--- src/rtl/alu_pkg.sv ---
// Shared opcodes and flag bundle for the pipelined ALU.
// Optional build macro: ALU_SATURATE_EN (saturating ADD/SUB, used by alu_core).
package alu_pkg;

  localparam int unsigned OP_W = 6;

  localparam logic [OP_W-1:0] ADD = 6'b100000;
  localparam logic [OP_W-1:0] SUB = 6'b100010;
  localparam logic [OP_W-1:0] AND = 6'b100100;
  localparam logic [OP_W-1:0] OR  = 6'b100101;
  localparam logic [OP_W-1:0] XOR = 6'b100110;
  localparam logic [OP_W-1:0] SRA = 6'b000011;
  localparam logic [OP_W-1:0] SRL = 6'b000010;
  localparam logic [OP_W-1:0] NOR = 6'b100111;

  typedef struct packed {
    logic zero;
    logic neg;
    logic carry;
    logic ovf;
    logic op_err;
  } alu_flags_t;

endpackage

--- src/rtl/alu_pipe_if.sv ---
// Operand/opcode input channel and result output channel of alu_pipe.
// slave: the ALU side; master: the source/sink side (testbench or datapath).
interface alu_pipe_if #(
  parameter int unsigned LEN_DATO = 8,
  parameter int unsigned LEN_OP   = 6
);

  logic                i_valid;
  logic                o_ready;
  logic [LEN_DATO-1:0] i_dato_a;
  logic [LEN_DATO-1:0] i_dato_b;
  logic [LEN_OP-1:0]   i_op_code;
  logic                o_valid;
  logic                i_ready;
  logic [LEN_DATO-1:0] o_resultado;
  logic                o_zero;
  logic                o_neg;
  logic                o_carry;
  logic                o_ovf;
  logic                o_op_err;

  modport slave (
    input  i_valid, i_dato_a, i_dato_b, i_op_code, i_ready,
    output o_ready, o_valid, o_resultado, o_zero, o_neg, o_carry, o_ovf, o_op_err
  );

  modport master (
    output i_valid, i_dato_a, i_dato_b, i_op_code, i_ready,
    input  o_ready, o_valid, o_resultado, o_zero, o_neg, o_carry, o_ovf, o_op_err
  );

endinterface

--- src/rtl/alu_core.sv ---
// Combinational ALU: (a, b, op) -> (result, flags).
// Ports: a, b operands; op opcode; result_c result; flags_c status bundle.
// Macro ALU_SATURATE_EN: ADD/SUB clamp to the signed range on overflow.
module alu_core
  import alu_pkg::*;
#(
  parameter int unsigned LEN_DATO = 8,
  parameter int unsigned LEN_OP   = 6
) (
  input  logic [LEN_DATO-1:0] a,
  input  logic [LEN_DATO-1:0] b,
  input  logic [LEN_OP-1:0]   op,
  output logic [LEN_DATO-1:0] result_c,
  output alu_flags_t          flags_c
);

  localparam int unsigned MSB = LEN_DATO - 1;

  logic [LEN_DATO:0]   sum;
  logic [LEN_DATO:0]   diff;
  logic [LEN_DATO-1:0] b_neg;
  logic [LEN_DATO-1:0] res;
  logic                carry;
  logic                ovf;
  logic                op_err;
  logic                shift_big;

  // Operation select; the extra sum/diff bit gives carry and borrow.
  always_comb begin
    sum       = {1'b0, a} + {1'b0, b};
    diff      = {1'b0, a} - {1'b0, b};
    b_neg     = ~b + LEN_DATO'(1);
    shift_big = (32'(b) >= LEN_DATO);
    res       = a;
    carry     = 1'b0;
    ovf       = 1'b0;
    op_err    = 1'b0;
    case (op)
      LEN_OP'(ADD): begin
        res   = sum[MSB:0];
        carry = sum[LEN_DATO];
        ovf   = (a[MSB] == b[MSB]) && (sum[MSB] != a[MSB]);
      end
      LEN_OP'(SUB): begin
        res   = diff[MSB:0];
        carry = diff[LEN_DATO];
        ovf   = (a[MSB] == b_neg[MSB]) && (diff[MSB] != a[MSB]);
      end
      LEN_OP'(AND): res = a & b;
      LEN_OP'(OR):  res = a | b;
      LEN_OP'(XOR): res = a ^ b;
      LEN_OP'(NOR): res = ~(a | b);
      LEN_OP'(SRA): res = shift_big ? {LEN_DATO{a[MSB]}} : LEN_DATO'($signed(a) >>> b);
      LEN_OP'(SRL): res = shift_big ? '0 : (a >> b);
      default:      op_err = 1'b1;
    endcase
`ifdef ALU_SATURATE_EN
    // Overflow is only ever set by ADD/SUB; direction follows A's sign.
    if (ovf) begin
      res = a[MSB] ? {1'b1, {MSB{1'b0}}} : {1'b0, {MSB{1'b1}}};
    end
`endif
  end

  assign result_c       = res;
  assign flags_c.zero   = (res == '0);
  assign flags_c.neg    = res[MSB];
  assign flags_c.carry  = carry;
  assign flags_c.ovf    = ovf;
  assign flags_c.op_err = op_err;

endmodule

--- src/rtl/alu_pipe.sv ---
// Two-stage pipelined ALU with valid/ready handshakes on both sides.
// Ports: i_clock, i_reset (sync, active-high); bus (alu_pipe_if.slave) carries
// operand/opcode beats in and result/flag beats out.
// Macro ALU_SATURATE_EN selects saturating ADD/SUB inside alu_core.
module alu_pipe
  import alu_pkg::*;
#(
  parameter int unsigned LEN_DATO = 8,
  parameter int unsigned LEN_OP   = 6
) (
  input  logic      i_clock,
  input  logic      i_reset,
  alu_pipe_if.slave bus
);

  logic                s1_valid_q, s1_valid_d;
  logic [LEN_DATO-1:0] a_q, a_d;
  logic [LEN_DATO-1:0] b_q, b_d;
  logic [LEN_OP-1:0]   op_q, op_d;
  logic                s2_valid_q, s2_valid_d;
  logic [LEN_DATO-1:0] res_q, res_d;
  alu_flags_t          flags_q, flags_d;

  logic                s2_load_c;
  logic                ready_c;
  logic                accept_c;
  logic [LEN_DATO-1:0] core_res_c;
  alu_flags_t          core_flags_c;

  alu_core #(
    .LEN_DATO (LEN_DATO),
    .LEN_OP   (LEN_OP)
  ) u_core (
    .a        (a_q),
    .b        (b_q),
    .op       (op_q),
    .result_c (core_res_c),
    .flags_c  (core_flags_c)
  );

  // Stage 2 loads when empty or draining; stage 1 refills whenever it moves on or is empty.
  always_comb begin
    s2_load_c  = !s2_valid_q || bus.i_ready;
    ready_c    = !s1_valid_q || s2_load_c;
    accept_c   = bus.i_valid && ready_c;
    s1_valid_d = s1_valid_q;
    a_d        = a_q;
    b_d        = b_q;
    op_d       = op_q;
    s2_valid_d = s2_valid_q;
    res_d      = res_q;
    flags_d    = flags_q;
    if (s2_load_c) begin
      s2_valid_d = s1_valid_q;
      if (s1_valid_q) begin
        res_d   = core_res_c;
        flags_d = core_flags_c;
      end
    end
    if (s2_load_c || !s1_valid_q) begin
      s1_valid_d = accept_c;
      if (accept_c) begin
        a_d  = bus.i_dato_a;
        b_d  = bus.i_dato_b;
        op_d = bus.i_op_code;
      end
    end
  end

  // Control and output registers.
  always_ff @(posedge i_clock) begin
    if (i_reset) begin
      s1_valid_q <= 1'b0;
      s2_valid_q <= 1'b0;
      res_q      <= '0;
      flags_q    <= '0;
    end else begin
      s1_valid_q <= s1_valid_d;
      s2_valid_q <= s2_valid_d;
      res_q      <= res_d;
      flags_q    <= flags_d;
    end
  end

  // Stage-1 operand registers carry no reset; their valid bit guards them.
  always_ff @(posedge i_clock) begin
    a_q  <= a_d;
    b_q  <= b_d;
    op_q <= op_d;
  end

  assign bus.o_ready     = ready_c;
  assign bus.o_valid     = s2_valid_q;
  assign bus.o_resultado = res_q;
  assign bus.o_zero      = flags_q.zero;
  assign bus.o_neg       = flags_q.neg;
  assign bus.o_carry     = flags_q.carry;
  assign bus.o_ovf       = flags_q.ovf;
  assign bus.o_op_err    = flags_q.op_err;

endmodule

--- src/flat_wrapper.sv ---
// flat-port wrapper written by rule: the top's interface ports become plain ports
module alu_pipe_flat import alu_pkg::*;
#(
  parameter int unsigned LEN_DATO = 8,
  parameter int unsigned LEN_OP   = 6
)
  (i_clock, i_reset, bus_i_valid, bus_i_dato_a, bus_i_dato_b, bus_i_op_code, bus_i_ready, bus_o_ready, bus_o_valid, bus_o_resultado, bus_o_zero, bus_o_neg, bus_o_carry, bus_o_ovf, bus_o_op_err);
  alu_pipe_if #(.LEN_DATO(LEN_DATO), .LEN_OP(LEN_OP)) bus_i ();
  input  logic i_clock;
  input  logic i_reset;
  input wire logic [$bits(bus_i.i_valid)-1:0] bus_i_valid;
  input wire logic [$bits(bus_i.i_dato_a)-1:0] bus_i_dato_a;
  input wire logic [$bits(bus_i.i_dato_b)-1:0] bus_i_dato_b;
  input wire logic [$bits(bus_i.i_op_code)-1:0] bus_i_op_code;
  input wire logic [$bits(bus_i.i_ready)-1:0] bus_i_ready;
  output wire logic [$bits(bus_i.o_ready)-1:0] bus_o_ready;
  output wire logic [$bits(bus_i.o_valid)-1:0] bus_o_valid;
  output wire logic [$bits(bus_i.o_resultado)-1:0] bus_o_resultado;
  output wire logic [$bits(bus_i.o_zero)-1:0] bus_o_zero;
  output wire logic [$bits(bus_i.o_neg)-1:0] bus_o_neg;
  output wire logic [$bits(bus_i.o_carry)-1:0] bus_o_carry;
  output wire logic [$bits(bus_i.o_ovf)-1:0] bus_o_ovf;
  output wire logic [$bits(bus_i.o_op_err)-1:0] bus_o_op_err;
  assign bus_i.i_valid = bus_i_valid;
  assign bus_i.i_dato_a = bus_i_dato_a;
  assign bus_i.i_dato_b = bus_i_dato_b;
  assign bus_i.i_op_code = bus_i_op_code;
  assign bus_i.i_ready = bus_i_ready;
  assign bus_o_ready = bus_i.o_ready;
  assign bus_o_valid = bus_i.o_valid;
  assign bus_o_resultado = bus_i.o_resultado;
  assign bus_o_zero = bus_i.o_zero;
  assign bus_o_neg = bus_i.o_neg;
  assign bus_o_carry = bus_i.o_carry;
  assign bus_o_ovf = bus_i.o_ovf;
  assign bus_o_op_err = bus_i.o_op_err;
  alu_pipe #(.LEN_DATO(LEN_DATO), .LEN_OP(LEN_OP)) u_core (.i_clock(i_clock), .i_reset(i_reset), .bus(bus_i));
endmodule
--- config.mk ---
export PLATFORM = sky130hd
export DESIGN_NAME = alu_pipe_flat
export DESIGN_NICKNAME = d
export VERILOG_FILES = /design/src/rtl/alu_pkg.sv /design/src/rtl/alu_pipe_if.sv /design/src/rtl/alu_core.sv /design/src/rtl/alu_pipe.sv /design/src/flat_wrapper.sv
export SDC_FILE = /design/constraint.sdc
export NUM_CORES = 1
export LEC_CHECK = 0
export ABC_AREA = 1
export BUFFER_PORTS_ARGS = -buffer_cell sky130_fd_sc_hd__clkbuf_2
export CAP_MARGIN = 20
export CELL_PAD_IN_SITES_DETAIL_PLACEMENT = 1
export CELL_PAD_IN_SITES_GLOBAL_PLACEMENT = 2
export CORE_MARGIN = 4
export CORE_UTILIZATION = 35
export CTS_CLUSTER_SIZE = 8
export DETAILED_ROUTE_END_ITERATION = 7
export GPL_TIMING_DRIVEN = 0
export PLACE_DENSITY = 0.94
export SLEW_MARGIN = 5
export SYNTH_ARGS = -nofsm -noshare
export SYNTH_HDL_FRONTEND = slang
export SYNTH_SLANG_ARGS = --single-unit
--- constraint.sdc ---
create_clock -name i_clock -period 3.8 [get_ports i_clock]
set_input_delay 0.57 -clock i_clock [delete_from_list [all_inputs] [get_ports i_clock]]
set_output_delay 0.57 -clock i_clock [all_outputs]
set_load 0.01 [all_outputs]
======== After elaboration in Yosys (flattened, before gate mapping) ========
Cells that the tools add are included.
storage, ports and cells
  memory bits (writable) .................. 0
  output and inout bits ................... 15
  input port bits ......................... 26
  word-level logic and storage cells ...... 51
  latch bits .............................. 0
  flip-flop bits (word level) ............. 37
  memories ................................ 0
  ROM bits ................................ 0
cells by class
  multiplexer cells ....................... 6
  $add $sub $neg .......................... 3
  multiply operators ...................... 0
  eq/ne operators ......................... 12
  reduce and logical (&&, ||, !) cells .... 11
  divide/modulo/power cells ............... 0
  $lt $le $gt $ge ......................... 1
  bitwise logic cells ..................... 5
  shift operators ......................... 2
operators with widths
  cell                                                                                  number
  8-bit one-hot mux with 8 select lines                                                 1
  6-bit == test (second input constant)                                                 6
  8-bit two-way mux                                                                     2
  8-bit inverter                                                                        2
  6-bit by 2-bit == test with 1-bit output (second input constant)                      2
  8-bit by 8-bit adder with 9-bit output                                                1
  8-bit by 8-bit subtractor with 9-bit output                                           1
  8-bit by 1-bit adder with 8-bit output (second input constant)                        1
  8-bit bitwise AND                                                                     1
  8-bit by 4-bit greater-or-equal comparator with 1-bit output (second input constant)  1
  8-bit zero test                                                                       1
  8-bit bitwise OR                                                                      1
  8-bit OR reduction                                                                    1
  8-bit by 8-bit right shift with 8-bit output                                          1
  8-bit by 8-bit >>> shifter with 8-bit output                                          1
  8-bit bitwise XOR                                                                     1
  1-bit one-hot mux with 2 select lines                                                 2
  2-bit AND reduction                                                                   2
  1-bit logical AND                                                                     3
  1-bit == test                                                                         2
  1-bit zero test                                                                       2
  1-bit logical OR                                                                      2
  1-bit inequality test                                                                 2
  1-bit two-way mux                                                                     1

======== Longest topological paths before layout ========
  word-level depth ........................ 5
  gate-level depth with buffers ........... 18
  depth with buffers taken out ............ 17

======== Modules after synthesis ========
A second synthesis with hierarchy kept.
second synthesis, totals
  cell total of the unflattened synthesis .. 549
  area, all modules ....................... 3631.0 µm²
by module, submodules not included
  module    seq. area each (µm²)  area an instance (µm²)  instances  cells each
  alu_core  0.0                   2248.4                  1          431
  alu_pipe  960.9                 1382.6                  1          118

======== Worst setup path before layout ========
Ideal clock, no wire load.
  path type ............................... reg-to-reg
  start point ............................. reg u_core.b_q[0]
  end point ............................... reg u_core.flags_q, in the netlist u_core.bus.o_zero
  path slack .............................. 1550 ps
  data required time ...................... 3734 ps
  arrival time ............................ 2184 ps
  stages on the path, launching flop included .. 15
  cells stage by stage .................... edfxtp_1 ha_1 fa_1 or2_2 nand3_1 nand2_1 nor2_1 nand2_1 nor2_1 nand2_1 nand2_1 nand2_1 nor2_1 nand3_1 a21oi_2
between the ends
  cells in the longest elaborated chain, start to end .. 4
  elaborated cells between the ends (all ways) .. 13
  those cells by class .................... add/sub (2); order compare (1); shift (2); mux (3); bitwise (4); reduce/logical (1)
ends and longest elaborated chain
  item                                                                                  line            text
  from (decl)                                                                           alu_pipe.sv:18  logic [LEN_DATO-1:0] b_q, b_d;
  from (signal assigned)                                                                alu_pipe.sv:88  b_q <= b_d;
  8-bit by 4-bit greater-or-equal comparator with 1-bit output (tied with other cells)  alu_core.sv:33  shift_big = (32'(b) >= LEN_DATO);
  8-bit two-way mux (tied with other cells)                                             alu_core.sv:54  LEN_OP'(SRL): res = shift_big ? '0 : (a >> b);
  8-bit one-hot mux with 8 select lines *                                               alu_core.sv:38  case (op)
  8-bit zero test *                                                                     alu_core.sv:66  assign flags_c.zero = (res == '0);
  to (signal assigned)                                                                  alu_pipe.sv:81  flags_q <= flags_d;
  to (decl)                                                                             alu_pipe.sv:22  alu_flags_t flags_q, flags_d;
Every way passes the cells marked *; elsewhere a longest branch is shown, timed or not.
A chain may end at the register's enable or synchronous reset.

======== Worst setup path after layout ========
  start point ............................. reg u_core.b_q[1]
  end point ............................... reg u_core.flags_q, in the netlist u_core.bus.o_neg
between the ends
  cells in the longest elaborated chain, start to end .. 3
  elaborated cells between the ends (all ways) .. 8
  those cells by class .................... add/sub (2); order compare (1); shift (2); mux (3)
ends and longest elaborated chain
  item                                                                                  line
  8-bit by 4-bit greater-or-equal comparator with 1-bit output (tied with other cells)  alu_core.sv:33
  8-bit two-way mux (on tied branches)                                                  alu_core.sv:54, alu_core.sv:53
  8-bit one-hot mux with 8 select lines *                                               alu_core.sv:38
Marked as above.

==> summary.md <==
| Metric | Value |
|---|---|
| Gate count of the mapped netlist | 504 |
| Avg Cell Area, Syn | 6.66 um^2 |
| Number of flip-flops and latches in the synthesized netlist | 36 |
| End of the worst register-to-register path | u_core.bus.o_neg |
| Required time at the endpoint of the critical path | 3.99 ns |
| Final antenna-violating net count | 0 |
| Antenna fix cells | 0 |
| Initial antenna violation count | 0 |
| Worst clock skew on the final layout | roughly 0.020 ns |
| Final-report hold violation count | 0 |
| Slew at the pin closest to its max-slew limit | ~0.98 ns |
| Starting density of the core | roughly 36% |
| TNS Setup | 0 ns |
| Number of cells on the worst hold path | 1 |
| Worst slew margin relative to its limit | a little over a third |
| Highest-count cells in the layout ignoring fill and taps | 160 x sky130_fd_sc_hd__nand2_1, 59 x sky130_fd_sc_hd__nand3_1, 57 x sky130_fd_sc_hd__inv_1, 47 x sky130_fd_sc_hd__nor2_1, 40 x sky130_fd_sc_hd__clkbuf_2 |
| Static leakage | around 1.9 nW |
| Net switching power | 0.383 mW |
| Total detailed-routing wirelength | between 10 and 15 mm |
| Predominant post-synthesis flop cell | sky130_fd_sc_hd__edfxtp_1 |
| Global-route wire length before repair | 19.3 mm |
| Share of Yosys cell area claimed by the top area cell type | between 10% and 20% |
| End point of the critical path | u_core.bus.o_neg |
| Type of destination of the critical path | flip-flop |
| Clock sinks | 36 |
| Share of synthesized flip-flops with an asynchronous set or reset | 0% |
| Buffer count from post-CTS setup fixing | 0 |
| Overall track demand over capacity in global routing | between 20% and 30% |
| Power share of the clock group | between 30% and 40% |
| Shortest clock period the worst path allows after layout | about 2.8 ns |
| IO Port Bufs | 40 |
| Layout cells sized above 1 | 16.1% |
| Critical Path Source | u_core.b_q[1] |
| Summed instance area of the synthesized netlist | 0.00336 mm^2 |
| Worst Path Class, Setup | flip-flop to flip-flop |
| Internal Power | 0.701 mW |
| Fin Hold WS | 0.430 ns |
| R2r setup slk | 1.03 ns |
| Detail-routed net length per standard cell | between 15 and 20 um |
| Sequential element share of the synthesized area | about 28% |
| Core footprint | 0.00928 mm^2 |
| Overflow left after global routing | 0 |
| Library cell occupying the most area in the post-synthesis netlist | sky130_fd_sc_hd__edfxtp_1 |
| Max Clock Freq | 361 MHz |
| Area growth from synthesis to final layout | 13.8% |
| Sw frac | 35.4% |
| Post-DP HPWL | 9.58 mm |
| Cell Area, Placed | 0.00372 mm^2 |
| Initial detailed-routing violation count | 240 |
| Total number of yosys warnings | 0 |
| Path depth of the worst reg2reg path | 14 |
| Residual DRC | 0 |
| Final number of max-transition violations | 0 |
| Num CTS Buffers | 5 |
| Max IR drop VDD | ~0.15 mV |
| Vias | about 3,500 |
| Post-synth net total | approximately 560 |
| Gpl congestion | 0.972 |
| Post-CTS Hold Buffers | 0 |
| Width of the chip | 106 um |
| RSZ-0062 raised after global routing | false |
| Class of the worst hold path | input port to flip-flop |
| Cell area after layout | approximately 0.0038 mm^2 |
| Final net count | 605 |
| Final count of negative-setup-slack endpoints | 0 |
| Cells taking the most area after synthesis | sky130_fd_sc_hd__edfxtp_1 20%, sky130_fd_sc_hd__nand2_1 18%, sky130_fd_sc_hd__ha_1 9.7%, sky130_fd_sc_hd__nand3_1 8.8%, sky130_fd_sc_hd__dfxtp_1 8.4% |
| Largest buffer count on any clock path | 2 |
| Number of distinct standard cells referenced by the synthesized netlist | 36 |
| Die area | 0.0112 mm^2 |
| Critical path fanouts, max | 12 |
| Master cell of the clock root buffer | sky130_fd_sc_hd__clkbuf_8 |
| CTS tree | done |
| PostCTS Resize Cnt | 0 |
| Power Dens Cells | 284 mW/mm^2 |
| Number of global-route vias before repair | 3,720 |
| Number of synthesized flops with an enable pin | 22 |
| Run status | completed |
| Largest net degree at the start of global routing | 23 |
| Router iterations before antenna repair | 4 |
| Critical path launch point type | flip-flop |
| Number of vias per cell | ~5.2 |
| Portion of total power attributed to sequential cells | a little over two fifths |
| Overall power consumption | 1.08 mW |
| Pre-CTS setup slack | 1.04 ns |
| Die Ht | 106 um |
| Arrival time worst endpoint | ~3.0 ns |
| Smallest setup slack after layout | 1.03 ns |
| Std cell rows | 35 |
| Clk_lat worst skew | 0.31 ns |
| Fraction of the cycle the final worst path needs | 72.9% |
| Comb pwr share | a little over a quarter |
| I/O pin total | 41 |
| MaxCap Viol Count | 0 |
| Commonest non-fill, non-tap cell in the layout | sky130_fd_sc_hd__nand2_1 |
| Level count of the clock H-tree | 2 |
| Clock slew at reported path FFs | roughly 0.1 ns |
| R2r startpoint | u_core.b_q[1] |
cell type report:
cell class	instances	area, um^2
Clock buffer	8	100
Multi-Input combinational cell	396	2120
Sequential cell	36	941
Timing Repair Buffer	40	200
Inverter	62	233
Fill cell	1284	5470
Tap cell	129	161
Buffer	10	61.3
cell usage after synthesis (all sizes together) (2+ instances only):
| library cell | count |
|---|---|
| nand3b | 3 |
| nor3 | 7 |
| edfxtp | 22 |
| nand4 | 14 |
| nand3 | 62 |
| buf | 8 |
| nor2 | 58 |
| o22ai | 2 |
| inv | 62 |
| dfxtp | 14 |
| ha | 26 |
| or2 | 2 |
| o21ai | 22 |
| o211ai | 5 |
| clkbuf | 2 |
| a21oi | 19 |
| xor2 | 3 |
| nand2 | 167 |
| fa | 2 |
power by group through the flow:
stage / Sequential, mW / Clock [mW] / Combinational (mW)
floorplan: 0.472 / 0 / 0.188
global placement: 0.475 / 0 / 0.278
detailed placement: 0.476 / 0 / 0.284
CTS: 0.467 / 0.340 / 0.286
global route: 0.470 / 0.362 / 0.322
finish: 0.467 / 0.331 / 0.285
layer usage:
layer	track usage (%)	up-vias	routed length (um)
met3	2.55	23	662
met5	0	-	0
met1	29.3	1666	5330
li1	-	1738	-
met2	36.6	97	5540
met4	8.05	0	321
cell families after synthesis:
kind of cell    synth area share (%)
flops                           28.0
xor+xnor                        1.01
simple gates                    42.6
buf+inv                         8.76
compound gates                  8.73
fa+ha+maj                       10.9
state kept, by name, indices dropped and copies added (netlist names), 6 cells and up:
name	count
u_core.op_q	6
u_core.a_q	8
u_core.bus.o_resultado	7
u_core.b_q	8
stage by stage:
| step | utilization (%) | cells |
|---|---|---|
| detailed placement | 40.0 | 673 |
| finish | 41.1 | 681 |
| global route | 41.1 | 681 |
| CTS | 41.1 | 681 |
| floorplan | - | 504 |
| global placement | 40.0 | 673 |
worst min path at each step:
| stage | from | end | slack [ns] |
|---|---|---|---|
| 6_report | bus_i_dato_b[0] | u_core.b_q[0] | 0.43 |
| 5_1_grt | bus_i_dato_a[2] | u_core.a_q[2] | 0.42 |
| 4_1_cts | bus_i_dato_b[0] | u_core.b_q[0] | 0.43 |
| 3_5_place_dp | u_core.bus.o_op_err | u_core.bus.o_op_err | 0.47 |
| 3_3_place_gp | u_core.bus.o_op_err | u_core.bus.o_op_err | 0.46 |
| 2_1_floorplan | u_core.bus.o_op_err | u_core.bus.o_op_err | 0.48 |
worst max-delay path, stage by stage (launching register included):
cell                       delay (ns)
sky130_fd_sc_hd__edfxtp_1        0.55
sky130_fd_sc_hd__inv_1           0.18
sky130_fd_sc_hd__buf_2           0.30
sky130_fd_sc_hd__ha_1            0.34
sky130_fd_sc_hd__inv_1           0.10
sky130_fd_sc_hd__nand3_1         0.09
sky130_fd_sc_hd__nand2_1         0.10
sky130_fd_sc_hd__nand4_1         0.11
sky130_fd_sc_hd__nand2_1         0.18
sky130_fd_sc_hd__xor2_2          0.21
sky130_fd_sc_hd__nor2_1          0.07
sky130_fd_sc_hd__o22ai_1         0.21
sky130_fd_sc_hd__nand2_1         0.08
sky130_fd_sc_hd__o211ai_1        0.09
sky130_fd_sc_hd__inv_1           0.06
(Power assumes the default switching activity.)
